File: src/rtl/dual_pwm_dac_if.sv
// Bundle of the threshold-code inputs and PWM outputs of dual_pwm_dac.
// The master side (AFE control logic) supplies the duty codes and watches
// the pulse trains. The slave side is the PWM generator itself.
interface dual_pwm_dac_if #(
  parameter int WIDTH = 8
);
  logic [WIDTH-1:0] VIH;
  logic [WIDTH-1:0] VIL;
  logic             VIH_PWM;
  logic             VIL_PWM;
  logic             pwm_sync;

  modport master (
    output VIH,
    output VIL,
    input  VIH_PWM,
    input  VIL_PWM,
    input  pwm_sync
  );

  modport slave (
    input  VIH,
    input  VIL,
    output VIH_PWM,
    output VIL_PWM,
    output pwm_sync
  );
endinterface

File: src/rtl/dual_pwm_dac.sv
// dual_pwm_dac: two-channel PWM generator for the AFE comparator thresholds.
// Each WIDTH-bit code becomes a pulse train with code/2^WIDTH duty. An
// external RC filter turns it into the VIH / VIL DC levels.
//
// New codes are captured into shadow registers only at a channel's own
// period boundary, so a duty change can never produce a runt pulse.
//
// Optional build macro DUAL_PWM_PHASE_OFFSET_EN: shifts the VIL channel by
// half a period. Its switching edges are then staggered against VIH. The
// VIH channel and pwm_sync are unaffected. When undefined, both channels
// share the same phase.
module dual_pwm_dac #(
  parameter int WIDTH = 8
) (
  input logic           clk,
  input logic           rst,
  dual_pwm_dac_if.slave bus
);

  localparam logic [WIDTH-1:0] CNT_MAX    = '1;
  localparam logic [WIDTH-1:0] HALF_PHASE = {1'b1, {(WIDTH-1){1'b0}}};

`ifdef DUAL_PWM_PHASE_OFFSET_EN
  localparam logic [WIDTH-1:0] VIL_PHASE = HALF_PHASE;
`else
  localparam logic [WIDTH-1:0] VIL_PHASE = '0;
`endif

  logic [WIDTH-1:0] cnt;
  logic [WIDTH-1:0] cnt_l;
  logic [WIDTH-1:0] vih_sh;
  logic [WIDTH-1:0] vil_sh;
  logic             vih_wrap;
  logic             vil_wrap;
  logic             vih_pwm_q;
  logic             vil_pwm_q;
  logic             sync_q;

  // The VIL channel sees its own view of the period counter. That view is
  // either identical to cnt or rotated by half a period. Each channel's
  // boundary is the last count of its own view.
  assign cnt_l    = cnt ^ VIL_PHASE;
  assign vih_wrap = (cnt == CNT_MAX);
  assign vil_wrap = (cnt_l == CNT_MAX);

  // The free-running period counter restarts from zero on reset.
  always_ff @(posedge clk) begin
    if (rst) begin
      cnt <= '0;
    end else begin
      cnt <= cnt + 1'b1;
    end
  end

  // The VIH shadow code takes a new value only on reset or at the VIH period wrap.
  always_ff @(posedge clk) begin
    if (rst || vih_wrap) begin
      vih_sh <= bus.VIH;
    end
  end

  // The VIL shadow code takes a new value only on reset or at the VIL period wrap.
  always_ff @(posedge clk) begin
    if (rst || vil_wrap) begin
      vil_sh <= bus.VIL;
    end
  end

  // Registered compares: high while the count is below the code, giving one run per period.
  always_ff @(posedge clk) begin
    if (rst) begin
      vih_pwm_q <= 1'b0;
      vil_pwm_q <= 1'b0;
      sync_q    <= 1'b0;
    end else begin
      vih_pwm_q <= (cnt < vih_sh);
      vil_pwm_q <= (cnt_l < vil_sh);
      sync_q    <= (cnt == '0);
    end
  end

  assign bus.VIH_PWM  = vih_pwm_q;
  assign bus.VIL_PWM  = vil_pwm_q;
  assign bus.pwm_sync = sync_q;

endmodule

File: src/flat_wrapper.sv
// flat-port wrapper written by rule: the top's interface ports become plain ports
module dual_pwm_dac_flat 
#(
  parameter int WIDTH = 8
)
  (clk, rst, bus_VIH, bus_VIL, bus_VIH_PWM, bus_VIL_PWM, bus_pwm_sync);
  dual_pwm_dac_if #(.WIDTH(WIDTH)) bus_i ();
  input logic clk;
  input logic rst;
  input wire logic [$bits(bus_i.VIH)-1:0] bus_VIH;
  input wire logic [$bits(bus_i.VIL)-1:0] bus_VIL;
  output wire logic [$bits(bus_i.VIH_PWM)-1:0] bus_VIH_PWM;
  output wire logic [$bits(bus_i.VIL_PWM)-1:0] bus_VIL_PWM;
  output wire logic [$bits(bus_i.pwm_sync)-1:0] bus_pwm_sync;
  assign bus_i.VIH = bus_VIH;
  assign bus_i.VIL = bus_VIL;
  assign bus_VIH_PWM = bus_i.VIH_PWM;
  assign bus_VIL_PWM = bus_i.VIL_PWM;
  assign bus_pwm_sync = bus_i.pwm_sync;
  dual_pwm_dac #(.WIDTH(WIDTH)) u_core (.clk(clk), .rst(rst), .bus(bus_i));
endmodule
File: config.mk
export PLATFORM = sky130hd
export DESIGN_NAME = dual_pwm_dac_flat
export DESIGN_NICKNAME = d
export VERILOG_FILES = /design/src/rtl/dual_pwm_dac_if.sv /design/src/rtl/dual_pwm_dac.sv /design/src/flat_wrapper.sv
export SDC_FILE = /design/constraint.sdc
export NUM_CORES = 1
export LEC_CHECK = 0
export BUFFER_PORTS_ARGS = -buffer_cell sky130_fd_sc_hd__buf_2
export CORE_MARGIN = 3
export CORE_UTILIZATION = 50
export DETAILED_ROUTE_END_ITERATION = 7
export PLACE_DENSITY_LB_ADDON = 0.2
export SLEW_MARGIN = 10
export SYNTH_ARGS = -nofsm -noshare
export SYNTH_HDL_FRONTEND = slang
export SYNTH_SLANG_ARGS = --single-unit
File: constraint.sdc
create_clock -name clk -period 5.35 [get_ports clk]
set_input_delay 0.535 -clock clk [delete_from_list [all_inputs] [get_ports clk]]
set_output_delay 0.535 -clock clk [all_outputs]
set_load 0.01 [all_outputs]
# Yosys cells after proc, flatten, opt, wreduce, memory -nomap -nowiden

Cells that the tools add are included.

Flip-flop bits (word level): 27
Word-level logic and storage cells: 12

Equality and inequality tests: 1
Add/sub/neg operators: 1
Reduce and logical (&&, ||, !) cells: 2
Magnitude comparators: 2

Operator list:

| kind                | count |
|---|---|
| $lt 8x8->1          | 2 |
| $add 8x1->8 const B | 1 |
| $eq 8x8->1 const B  | 1 |
| $logic_not 8->1     | 1 |
| $logic_or 1x1->1    | 1 |

# Longest topological paths before layout

Depth in word-level cells: 2
Depth in mapped cells: 5
Depth with buffers taken out: 5

# Worst setup path after synthesis

OpenSTA, ideal clock, no wires.

Kind: register -> register
Start point: reg u_core.cnt[0]
End point: reg u_core.vih_sh[0], enable pin
Required time: 4.936 ns
Path slack: 2.855 ns
Data arrival time: 2.081 ns
Buffers on the path: 0
Cell stages (with the launch flop): 4
Period minus slack after synthesis: 2.495 ns
Path through: dfxtp_1 > ha_1 > nand3_1 > o31ai_1

Cells in the longest elaborated chain, start to end: 2

Ends and longest elaborated chain:

| element                | RTL line           | text |
|---|---|---|
| from (decl)            | dual_pwm_dac.sv:29 | `logic [WIDTH-1:0] cnt;` |
| from (signal assigned) | dual_pwm_dac.sv:51 | `cnt <= cnt + 1'b1;` |
| $eq 8x8->1             | dual_pwm_dac.sv:43 | `assign vih_wrap = (cnt == CNT_MAX);` |
| $logic_or 1x1->1       | dual_pwm_dac.sv:57 | `if (rst \|\| vih_wrap) begin` |
| to (signal assigned)   | dual_pwm_dac.sv:58 | `vih_sh <= bus.VIH;` |
| to (decl)              | dual_pwm_dac.sv:31 | `logic [WIDTH-1:0] vih_sh;` |

Every way passes these cells.
A chain may end at the register's enable or synchronous reset.

# Worst setup path after layout

Same ends and word-level chain as after synthesis.

==> impl_metrics.yaml <==
floorplan:
  die_x_um: 56.1
  die_height_um: 56.1
  design.die.area_mm2: 0.00314
  core.rowCount: 17
  core_mm2: 0.00230
  ios: 21
  initial_core_util_pct: 54.6
yosys:
  syn_area_mm2: 0.00125
  postSynth.asyncResetShare_pct: 0
  synthDistinctLibCells: 27
  synth-seq-cells: 27
  syn_inst: 105
  yosys_warnings: 0
  synth_area_per_cell_um2: 11.9
  yosysSeqAreaShare_pct: 55.9
  synth_ff_type: "edfxtp_1"
  synth_edf_count: 16
  syn_nets: 139
grt:
  grt_pass1_wl_um: 3560
  antenna_found_initial: 0
  gr-usage-met2_pct: 23.4
  grt-ovfl-total: 0
  use_met1_pct: 17.5
  grt_pass1_vias: 848
  grt_max_degree: 18
  gr-max-usage-layer: "met2"
  track_usage_pct: 14.6
  grt_util_met3_pct: 5.80
final_layout:
  n_antenna_cell: 0
  drive_above_1_share_pct: 22.5
  nets: 164
  final_cell_mix: "20 x buf_2, 17 x inv_1, 16 x ha_1, 16 x edfxtp_1, 11 x dfxtp_1"
  area_growth_pct: 14.0
  layout_commonest_cell: "buf_2"
route:
  drtIter0Drc: 11
  wl_per_cell_um: 13.4
  drc: 0
  vias: 829
  drt_pass1_iterations: 2
  wl_um: 2100
  via_per_inst: 5.28
  ant_nets: 0
sta:
  slew_violations: 0
  fin_worst_skew_ns: 0.00195
  timing.final.ws_setup_ns: 3.66
  fmax_mhz: 591
  rsz0062_at_grt: "false"
  hold_viol: 0
  worst_pin_slew_ns: 0.357
  fin_crit_ns: 1.69
  setup_viol: 0
  slew-limit-headroom_pct: 75.6
  fin_crit_sh_pct: 31.6
  finalSetupTns_ns: 0
critical_path:
  r2r_start: "u_core.cnt[0]$_SDFF_PP0_"
  setup.worst_path.start: "u_core.cnt[0]$_SDFF_PP0_"
  critPathTopFamily: "flip-flops"
  cp-end-kind: "flip-flop"
  start_kind: "flip-flop"
  crit_path_max_fanout: 16
  cpPeakStageDelay_ns: 0.48
  criticalPathCategory: "flip-flop to flip-flop"
  worst-path-buf-inv: 1
  cp_slowest_cell: "dfxtp_1"
  cp.required_ns: 5.39
  crit_arrival_ns: 1.74
  cp_cell_sequence: "ha_1, nand3_1, o31ai_2, buf_4"
clock_tree:
  clock_latency_ns: 0.33
  postCtsSetupBuffers: 0
  clock_path_buffers: 2
  cts_num_sinks: 27
  cts_hold_buf: 0
  cts_resized: 0
  clockRootBuffer: "clkbuf_4"
  numCtsBuffers: 3
  clkTransAtPathRegs_ns: 0.15
  h-tree-depth: 1
  cts_tree: "built"
placed_design:
  pre_cts_slack_ns: 3.68
  place.gp.congestion: 0.864
  hpwl_um: 1610
  io_buffers: 20
power:
  ir_drop_v: 0.000186
  p_leak_nw: 0.639
  powerDensity_mw_per_mm2: 252
min_path:
  hold_path_class: "input port to flip-flop"
  worstHoldStart: "bus_VIH[3]"
job:
  max_cap_violations: 0
status:
  status: "complete, no violations"
-- path summary, 6_finish.rpt --
check	end	slack, ns	cells after the start
max	u_core.vih_sh[0]$_DFFE_PP_	3.66	4
min	u_core.vih_sh[3]$_DFFE_PP_	0.37	1
max reg2reg	u_core.vih_sh[0]$_DFFE_PP_	3.66	4
min reg2reg	u_core.cnt[0]$_SDFF_PP0_	0.54	1
-- metal layers --
layer  share of wire (%)  wire, um
met5                   0         0
met4                0.81        17
met3                 5.3       111
met2                  47       989
met1                  47       985
-- synthesized netlist by cell type, types with 3 or more instances --
master / count / area [um^2]
inv_1: 17 / 63.8
edfxtp_1: 16 / 480
ha_1: 16 / 200
dfxtp_1: 11 / 220
a21oi_1: 5 / 25.0
nor2_1: 4 / 15.0
o21ai_0: 4 / 20.0
nand2_1: 3 / 11.3
nor2b_1: 3 / 18.8
-- sequential cells by signal, summed over array words and instances (netlist names) --
name and count:
u_core.bus.VIL_PWM 1, u_core.bus.pwm_sync 1, u_core.bus.VIH_PWM 1, u_core.vih_sh 8
u_core.cnt 8, u_core.vil_sh 8
-- through the flow --
step                      hold WS, ns  instance area (um^2)  util [%]  total power, mW  instances
after floorplan                 0.475                  1250         -            0.258        105
after global placement          0.496                  1400      60.8            0.271        153
after detailed placement        0.506                  1400      60.8            0.273        153
after CTS                       0.351                  1430      62.2            0.366        157
after global routing            0.332                  1430      62.2            0.378        157
final                           0.369                  1430      62.2            0.360        157
-- report_power, final --
part / leakage [nW] / total, mW / internal, mW / switching, mW
clock: 0.0183 / 0.0923 / 0.0305 / 0.0619
sequential: 0.247 / 0.237 / 0.231 / 0.00590
combinational: 0.374 / 0.0310 / 0.0155 / 0.0155
total: 0.639 / 0.360 / 0.277 / 0.0833
-- kinds of logic after synthesis --
logic type | after synthesis | share of synthesized area (%)
XOR/XNOR | 3 | 2.10
buffers and inverters | 18 | 5.39
AND/OR/NAND/NOR | 22 | 10.3
adder cells (fa/ha/maj) | 16 | 16.0
AO/OA/AOI/OAI | 19 | 10.4
flip-flops | 27 | 55.9
-- cell type report --
type,count,area [um^2]
multi-input combinational,60,490
inverter,17,63.8
fill,199,868
tap,28,35.0
clock buffer,3,22.5
clock inverter,1,8.76
timing repair buffer,21,108
sequential,27,701
Note: power is estimated with default switching activity, not from simulation.
